## config.mk

```make
export PLATFORM = sky130hd
export DESIGN_NAME = serial_adder_flat
export DESIGN_NICKNAME = d
export VERILOG_FILES = /design/src/rtl/serial_adder_if.sv /design/src/rtl/serial_adder.sv /design/src/flat_wrapper.sv
export SDC_FILE = /design/constraint.sdc
export NUM_CORES = 1
export LEC_CHECK = 0
export CORE_UTILIZATION = 51
export DETAILED_ROUTE_END_ITERATION = 10
export PLACE_DENSITY = 0.78
export SLEW_MARGIN = 40
export SYNTH_ARGS = -nofsm -noshare
export SYNTH_HDL_FRONTEND = slang
export SYNTH_SLANG_ARGS = --single-unit
```

## constraint.sdc

```tcl
create_clock -name clk -period 1.7 [get_ports clk]
set_input_delay 0.255 -clock clk [delete_from_list [all_inputs] [get_ports clk]]
set_output_delay 0.255 -clock clk [all_outputs]
set_load 0.05 [all_outputs]
```

## src/rtl/serial_adder_if.sv

```systemverilog
// Operand/result bundle for serial_adder. The master raises start with a, b and cin
// stable; it is accepted on the first rising edge where busy is low, and done pulses for one cycle with sum/cout valid.
interface serial_adder_if #(
  parameter int WIDTH = 8
);
  logic             start;
  logic [WIDTH-1:0] a;
  logic [WIDTH-1:0] b;
  logic             cin;
  logic             busy;
  logic             done;
  logic [WIDTH-1:0] sum;
  logic             cout;

  modport master (
    output start, a, b, cin,
    input  busy, done, sum, cout
  );

  modport slave (
    input  start, a, b, cin,
    output busy, done, sum, cout
  );
endinterface

```

## src/rtl/serial_adder.sv

```systemverilog
// Bit-serial adder: one full-adder step per clock, LSB first, WIDTH cycles per add.
// The result registers only update when an operation completes.
module serial_adder #(
  parameter int WIDTH = 8
) (
  input  logic           clk,
  input  logic           rst_n,
  serial_adder_if.slave  bus,
  output logic [1:0]     dbg_state
);

  localparam int CW = (WIDTH > 1) ? $clog2(WIDTH) : 1;
  localparam logic [CW-1:0] LAST = CW'(WIDTH - 1);

  typedef enum logic [1:0] {
    IDLE  = 2'd0,
    SHIFT = 2'd1,
    DONE  = 2'd2
  } state_e;

  state_e           state_q, state_d;
  logic [WIDTH-1:0] a_q, a_d;
  logic [WIDTH-1:0] b_q, b_d;
  logic [WIDTH-1:0] part_q, part_d;
  logic [WIDTH-1:0] sum_q, sum_d;
  logic             carry_q, carry_d;
  logic             cout_q, cout_d;
  logic [CW-1:0]    cnt_q, cnt_d;
  logic             s;

  always_comb begin
    state_d = state_q;
    a_d     = a_q;
    b_d     = b_q;
    part_d  = part_q;
    sum_d   = sum_q;
    carry_d = carry_q;
    cout_d  = cout_q;
    cnt_d   = cnt_q;
    s       = a_q[0] ^ b_q[0] ^ carry_q;

    case (state_q)
      IDLE: begin
        if (bus.start) begin
          state_d = SHIFT;
          a_d     = bus.a;
          b_d     = bus.b;
          carry_d = bus.cin;
          cnt_d   = '0;
          part_d  = '0;
        end
      end
      SHIFT: begin
        carry_d = (a_q[0] & b_q[0]) | ((a_q[0] ^ b_q[0]) & carry_q);
        a_d     = a_q >> 1;
        b_d     = b_q >> 1;
        // New bit enters at the MSB so after WIDTH steps bit 0 sits at the LSB.
        part_d  = (part_q >> 1) | (WIDTH'(s) << (WIDTH - 1));
        cnt_d   = cnt_q + CW'(1);
        if (cnt_q == LAST) begin
          state_d = DONE;
          sum_d   = part_d;
          cout_d  = carry_d;
        end
      end
      DONE: begin
        state_d = IDLE;
      end
      default: begin
        state_d = IDLE;
      end
    endcase
  end

  always_ff @(posedge clk or negedge rst_n) begin
    if (!rst_n) begin
      state_q <= IDLE;
      a_q     <= '0;
      b_q     <= '0;
      part_q  <= '0;
      sum_q   <= '0;
      carry_q <= 1'b0;
      cout_q  <= 1'b0;
      cnt_q   <= '0;
    end else begin
      state_q <= state_d;
      a_q     <= a_d;
      b_q     <= b_d;
      part_q  <= part_d;
      sum_q   <= sum_d;
      carry_q <= carry_d;
      cout_q  <= cout_d;
      cnt_q   <= cnt_d;
    end
  end

  assign bus.busy  = (state_q != IDLE);
  assign bus.done  = (state_q == DONE);
  assign bus.sum   = sum_q;
  assign bus.cout  = cout_q;
  assign dbg_state = state_q;

endmodule

```

## src/flat_wrapper.sv

```systemverilog
// flat-port wrapper written by rule: the top's interface ports become plain ports
module serial_adder_flat 
#(
  parameter int WIDTH = 8
)
  (clk, rst_n, dbg_state, bus_start, bus_a, bus_b, bus_cin, bus_busy, bus_done, bus_sum, bus_cout);
  serial_adder_if #(.WIDTH(WIDTH)) bus_i ();
  input  logic clk;
  input  logic rst_n;
  output logic [1:0] dbg_state;
  input wire logic [$bits(bus_i.start)-1:0] bus_start;
  input wire logic [$bits(bus_i.a)-1:0] bus_a;
  input wire logic [$bits(bus_i.b)-1:0] bus_b;
  input wire logic [$bits(bus_i.cin)-1:0] bus_cin;
  output wire logic [$bits(bus_i.busy)-1:0] bus_busy;
  output wire logic [$bits(bus_i.done)-1:0] bus_done;
  output wire logic [$bits(bus_i.sum)-1:0] bus_sum;
  output wire logic [$bits(bus_i.cout)-1:0] bus_cout;
  assign bus_i.start = bus_start;
  assign bus_i.a = bus_a;
  assign bus_i.b = bus_b;
  assign bus_i.cin = bus_cin;
  assign bus_busy = bus_i.busy;
  assign bus_done = bus_i.done;
  assign bus_sum = bus_i.sum;
  assign bus_cout = bus_i.cout;
  serial_adder #(.WIDTH(WIDTH)) u_core (.clk(clk), .rst_n(rst_n), .bus(bus_i), .dbg_state(dbg_state));
endmodule
```

# After elaboration in Yosys (flattened, before gate mapping)
# Cells that the tools add are included.
# word_totals
reg_bits,39
inputBits,20
out_inout_bits,13
# classes
addsub,1
n_eq_ne,5
n_mux,13
n_bitwise,6
reduce_logical,6
# op_table
operator,count
one-hot mux 8 bit (2 select lines),3
2-to-1 mux 8 bit,3
bitwise OR 7 x 8 -> 8 bit,1
one-hot mux 3 bit (2 select lines),1
AND reduction 2 bit,3
2-to-1 mux 2 bit,2
one-hot mux 2 bit (2 select lines),1
nonzero test 2 bit,2
"adder 3 x 1 -> 3 bit, second input constant",1
"== test 3 bit, second input constant",1
2-to-1 mux 3 bit,1
bitwise AND 1 bit,2
"== test 2 x 1 -> 1 bit, second input constant",1
"== test 2 bit, second input constant",1
zero test 2 bit,1
"!= test 2 x 1 -> 1 bit, second input constant",1
"!= test 2 bit, second input constant",1
one-hot mux 1 bit (2 select lines),1
bitwise XOR 1 bit,2
2-to-1 mux 1 bit,1
bitwise OR 1 bit,1

# Logic depth before layout (Yosys ltp)
# Gate-level depths: netlist of the first run.
# depth
depth_word,4
ltp_mapped,5

# Worst setup path before layout of the first run
# OpenSTA, ideal clock, no wires.
# synth_timing
kind,register to output
from,"register u_core.state_q[1], in the netlist u_core.dbg_state[1]"
to,output bus_done
arrival_ns,1.731
required_ns,1.445
path_slack_ns,-0.286
stages_incl_launch_ff,4
cell_sequence,dfrtp_1 buf_6 buf_2 nor2b_1
# synth_between
elab_chain_len,1
# synth_rtl
element,line,source
start: declaration,serial_adder.sv:21,"state_e state_q, state_d;"
start signal: assignment,serial_adder.sv:86,state_q <= state_d;
== test 2 bit,serial_adder.sv:98,assign bus.done = (state_q == DONE);
end: declaration,flat_wrapper.sv:16,output wire logic [$bits(bus_i.done)-1:0] bus_done;
# Every way passes these cells.

# Worst setup path after layout of the first run
# Same ends and word-level chain as after synthesis.

==> flow_summary_export.csv, run 1 <==
group,metric,value,unit
synth,ys_ff_latch,38,
sta,fmax,608,MHz
critical_path,cp.arrival,1.39,ns
cells_and_area,mostFrequentLayoutCells,"dfrtp_1 (36), clkdlybuf4s50_1 (18), buf_4 (18)",
power,p_leak,0.999,nW
route,detail-route-antenna-nets,0,
grt,grt_usage,22.0,%
cells_and_area,layout_commonest_cell,"dfrtp_1",
sta,period_needed,1.64,ns
floorplanning,die_w,60.7,um
power,vdd_ir_drop_max,0.658,mV
cells_and_area,final_area,2230,um^2
critical_path,cp-start-kind,"register",
synth,synth_cell_types,26,
sta,fin_crit_sh,96.7,%
grt,grt_overflow,0,
synth,async_reset_ff_share,100,%
cells_and_area,antenna_cells,0,
synth,synth_ff_type,"dfrtp_1",
floorplanning,core_area,3150,um^2
floorplanning,initial_core_util,55.7,%
status,status,"finished, final reports clean",
synth,synth_nets,156,
cts,cts_buffers,5,
cells_and_area,multi_input_area,673,um^2
sta,relSlewSlack,67.9,%
place,hpwl,2.46,mm
synth,synth-edff-count,0,
synth,synth_area_per_cell,13.2,um^2
hold_path,hold_class,"in -> async",
route,wl_per_cell,15.9,um
cts,root_buffer,"clkbuf_4",
route,drtPass1Iterations,4,
grt,grt_max_degree,21,
cells_and_area,fill_cells,269,
sta,drv_slew,0,
sta,final.setup.worst_slack,0.0554,ns
critical_path,cp_num_buf_inv,2,
route,wirelength,3.43,mm
place,dp.cells,208,
sta,skew,0.0114,ns
place,portBuffers,32,
place,place_congestion,0.764,
floorplanning,rows,20,
place,place_area,2160,um^2
critical_path,worstSetupEndpointType,"primary output",
power,p_per_area,1800,nW/um^2
synth,ys_seq_area_share,54.1,%
critical_path,crit_chain,"buf_4 -> nor2b_4 -> buf_12",
cells_and_area,finalNonFillerCells,215,
synth,syn_area,1760,um^2
cells_and_area,regArea,953,um^2
critical_path,critPathRequiredTime,1.44,ns
cts,cts_max_path_buffers,2,
grt,grt_pass1_vias,1302,
critical_path,rrSetupSlack,0.12,ns
sta,setup_tns,0,ns
flow_run,maxCapViolations,0,
floorplanning,dieArea,3680,um^2
cts,htree_levels,2,
critical_path,crit_family,"flip-flops",
critical_path,crit_path_max_incr_delay,0.47,ns
cells_and_area,layout-drive-gt1-share,29.8,%
route,drc_errors,0,
floorplanning,pin_count,33,
critical_path,criticalPathCategory,"reg -> out",
cts,tritoncts,"yes",
place,place_ws,0.0739,ns
route,drtIter0Drc,58,
cts,clk_pin_slew,0.11,ns
synth,syn_inst,133,
critical_path,crit_path_max_fanout,17,
floorplanning,die_y,60.7,um
critical_path,critPathSlowestCell,"dfrtp_2",
route,viasPerCell,5.72,
sta,setup_viol,0,
grt,antenna_found_initial,0,
sta,grt_setup_unrepaired,"no",
cells_and_area,fin_nets,195,
grt,grt_pass1_wl,5.82,mm
sta,tightest_slew,0.481,ns
sta,hold_viol,0,
cts,clock_latency,0.34,ns
route,vias,1230,
synth,yosys_warnings,0,
cts,clock-sinks,38,
cells_and_area,area_growth,27.1,%
-- worst register-to-register path, cell delays in order, from the launching register on --
cell	delay [ns]
dfrtp_1	0.41
ha_1	0.20
ha_1	0.20
nand3b_1	0.16
buf_12	0.16
mux2_2	0.33
-- synthesized netlist by cell type, types with 3 or more instances --
| master | number | area [um^2] |
|---|---|---|
| inv_1 | 13 | 48.8 |
| a222oi_1 | 3 | 30.0 |
| nor4b_1 | 8 | 70.1 |
| or4b_1 | 4 | 40.0 |
| buf_6 | 6 | 67.6 |
| a22o_1 | 9 | 78.8 |
| nor3b_1 | 8 | 60.1 |
| a211oi_1 | 8 | 60.1 |
| o221a_2 | 4 | 45.0 |
| dfrtp_1 | 38 | 951 |
| mux2_2 | 7 | 78.8 |
| buf_2 | 5 | 25.0 |
| nor2b_1 | 4 | 25.0 |
-- power breakdown --
group | switching [W] | leakage, nW | internal, W
registers | 0.000281 | 0.463 | 0.00131
clock network | 0.000274 | 0.0302 | 0.000186
logic | 0.00103 | 0.506 | 0.000934
-- per-layer routing --
layer | track usage, % | routed length (um) | vias up
met5 | 0 | 0 | -
met4 | 7.47 | 40 | 0
met3 | 5.76 | 175 | 7
met2 | 39.1 | 1760 | 36
met1 | 25.8 | 1450 | 617
li1 | - | - | 570
-- worst paths after layout --
check,start,end,cells after the start
setup / recovery,u_core.dbg_state[1],bus_done,3
hold / removal,rst_n,u_core.b_q[2],2
setup reg to reg,u_core.cnt_q[0],u_core.bus.sum[4],5
hold reg to reg,u_core.cnt_q[0],u_core.cnt_q[0],1
max in group asynchronous,rst_n,u_core.dbg_state[1],3
min in group clk,u_core.cnt_q[0],u_core.cnt_q[0],1
-- area by class of cell --
cell class / count / area share [%]
inverter: 13 / 2.19
multi-input combinational: 70 / 30.2
sequential: 38 / 42.7
timing repair buffer: 44 / 20.2
tap: 44 / 2.47
clock buffer: 6 / 2.30
-- state kept, by name, indices dropped and copies added, names as in the netlist --
signal and cells:
u_core.dbg_state 2, u_core.bus.cout 1, u_core.cnt_q 3, u_core.a_q 8
u_core.bus.sum 8, u_core.carry_q 1, u_core.part_q 7, u_core.b_q 8
-- through the flow --
step	utilization (%)	hold WS (ns)	power, W
after floorplan	-	-0.0406	0.00299
final	70.8	0.395	0.00402
after CTS	70.8	0.393	0.00406
after global routing	70.8	0.445	0.00429
after detailed placement	68.6	0.240	0.00358
after global placement	68.6	0.235	0.00349
-- cell families after synthesis --
kind of cell    count (synthesis)  synth area share [%]
flops                          38                  54.1
compound gates                 29                  15.2
simple gates                   28                  13.0
buf+inv                        25                  8.26
mux                            10                  6.77
fa+ha+maj                       3                  2.56
-- what timing repair did --
| item | 4_1_cts | 5_1_grt |
|---|---|---|
| buffers inserted | 0 | 0 |
| resized for setup | 3 | 0 |
| endpoints found under the setup margin | 2 | 0 |
| hold buffers | 1 | 0 |
| hold endpoints to repair | 18 | 0 |
Power figures use the tool's default switching activity.
==> inputs of run 2 (changes only) <==
- REMOVE_ABC_BUFFERS: not set -> 1
==> flow_summary_export.csv, run 2 (synthesis results as in run 1) <==
group,metric,value,unit
status,status,"finished, final reports clean",
critical_path,criticalPathCategory,"reg -> out",
floorplanning,pin_count,33,
critical_path,crit_chain,"buf_12 -> nor2_4 -> inv_1 -> buf_12",
critical_path,cp-start-kind,"register",
cells_and_area,layout_commonest_cell,"dfrtp_1",
cts,cts_max_path_buffers,2,
grt,grt_pass1_wl,5.16,mm
grt,grt_usage,19.3,%
cts,clock-sinks,38,
power,power,0.00412,W
cts,htree_levels,2,
critical_path,crit_path_max_fanout,28,
sta,period_needed,1.62,ns
cells_and_area,multi_input_area,666,um^2
route,drtPass1Iterations,4,
route,detail-route-antenna-nets,0,
place,dp.cells,205,
sta,grt_setup_unrepaired,"no",
cts,tritoncts,"yes",
cells_and_area,area_growth,27.4,%
route,wirelength,3.07,mm
cells_and_area,fin_nets,192,
cts,clk_pin_slew,0.11,ns
sta,hold_viol,0,
route,drc_errors,0,
place,hpwl,2.07,mm
critical_path,critPathSlowestCell,"dfrtp_1",
route,vias,1207,
sta,fmax,617,MHz
cells_and_area,finalNonFillerCells,214,
critical_path,crit_cells,4,
hold_path,hold_class,"in -> async",
flow_run,maxCapViolations,0,
cells_and_area,regArea,951,um^2
grt,grt_pass1_vias,1152,
sta,setup_tns,0,ns
critical_path,critPathMostFrequentCell,"buf_12",
cts,clock_latency,0.34,ns
sta,setup_viol,0,
critical_path,ff2ff_path_depth,5,
critical_path,crit_family,"buffers and inverters",
cts,post_cts_buffers,0,
floorplanning,die_y,60.7,um
route,viasPerCell,5.64,
floorplanning,core_area,3150,um^2
cts,root_buffer,"clkbuf_4",
cts,cts_buffers,5,
critical_path,worstSetupEndpointType,"primary output",
sta,fin_crit_sh,95.4,%
power,p_per_area,1840,nW/um^2
critical_path,cp_num_buf_inv,3,
place,place_congestion,0.748,
sta,tightest_slew,0.472,ns
critical_path,critPathRequiredTime,1.44,ns
floorplanning,rows,20,
critical_path,cp.arrival,1.37,ns
critical_path,crit_path_max_incr_delay,0.42,ns
grt,grt_max_degree,39,
floorplanning,dieArea,3680,um^2
sta,skew,0.00638,ns
route,wl_per_cell,14.3,um
cells_and_area,mostFrequentLayoutCells,"dfrtp_1 (38), clkdlybuf4s50_1 (18), buf_4 (14)",
grt,antenna_found_initial,0,
sta,drv_slew,0,
power,p_leak,1.00,nW
cells_and_area,antenna_cells,0,
cells_and_area,fill_cells,244,
floorplanning,die_w,60.7,um
power,vdd_ir_drop_max,1.01,mV
route,drtIter0Drc,33,
place,portBuffers,32,
cells_and_area,layout-drive-gt1-share,27.6,%
grt,grt_overflow,0,
sta,relSlewSlack,68.5,%
floorplanning,initial_core_util,55.7,%
run 2: cell types whose count changed in the layout (fill, tap and decap cells not counted):
cell / previous run / this run
bufinv_16: 0 / 1
nor2b_1: 3 / 4
dfrtp_2: 2 / 0
nor2b_4: 2 / 1
buf_4: 18 / 14
buf_12: 6 / 7
clkbuf_8: 1 / 0
dfrtp_1: 36 / 38
clkinv_2: 0 / 2
run 2: worst paths after layout:
path	startpoint	to	slack [ns]
setup / recovery	u_core.dbg_state[1]	bus_busy	0.08
hold / removal	rst_n	u_core.part_q[7]	0.47
setup reg to reg	u_core.cnt_q[0]	u_core.bus.sum[0]	0.13
hold reg to reg	u_core.cnt_q[0]	u_core.cnt_q[0]	0.49
max in group asynchronous	rst_n	u_core.part_q[1]	0.89
min in group clk	u_core.cnt_q[0]	u_core.cnt_q[0]	0.49
run 2: report_power, final:
group          switching [W]  total, W  internal [W]
Combinational        0.00104   0.00197      0.000928
Clock               0.000294  0.000598      0.000305
Sequential          0.000236   0.00155       0.00131
run 2: layer usage:
layer	track usage, %	share of wire [%]	vias to the layer above	routed length (um)
met5	0	0	-	0
met4	7.79	1.7	0	53
met3	6.82	5.5	7	168
met2	30.3	46	41	1430
met1	24.3	46	595	1420
li1	-	-	564	-
run 2: area by class of cell:
cell class              instances  area share [%]
clock buffers                   5            1.68
multi-input cells              70            29.7
repair buffers                 41            19.7
inverters                      13            2.18
well taps                      44            2.46
flip-flops and latches         38            42.5
clock inverters                 3            1.79
run 2: worst reg2reg max path: cells and delay by family, from the launching register on:
family / cells / cell delay [ns]
buffers and inverters: 1 / 0.15
AND/OR/NAND/NOR: 1 / 0.16
flip-flops: 1 / 0.41
multiplexers: 1 / 0.33
adder cells (fa/ha/maj): 2 / 0.41
run 2: what timing repair did:
| item | CTS | global route |
|---|---|---|
| resized for setup | 1 | 0 |
| setup endpoints to repair | 1 | 0 |
| hold buffers | 1 | 0 |
| endpoints found under the hold margin | 38 | 0 |
run 2: through the flow:
| stage | util, % | worst slack (ns) | hold slack, ns | cell area, um^2 |
|---|---|---|---|---|
| floorplan | - | -0.369 | -0.0406 | 1660 |
| global placement | 68.1 | 0.130 | 0.319 | 2150 |
| detailed placement | 68.1 | 0.0986 | 0.329 | 2150 |
| CTS | 71.0 | 0.0563 | 0.475 | 2240 |
| global route | 71.0 | 0.0163 | 0.505 | 2240 |
| finish | 71.0 | 0.0780 | 0.472 | 2240 |
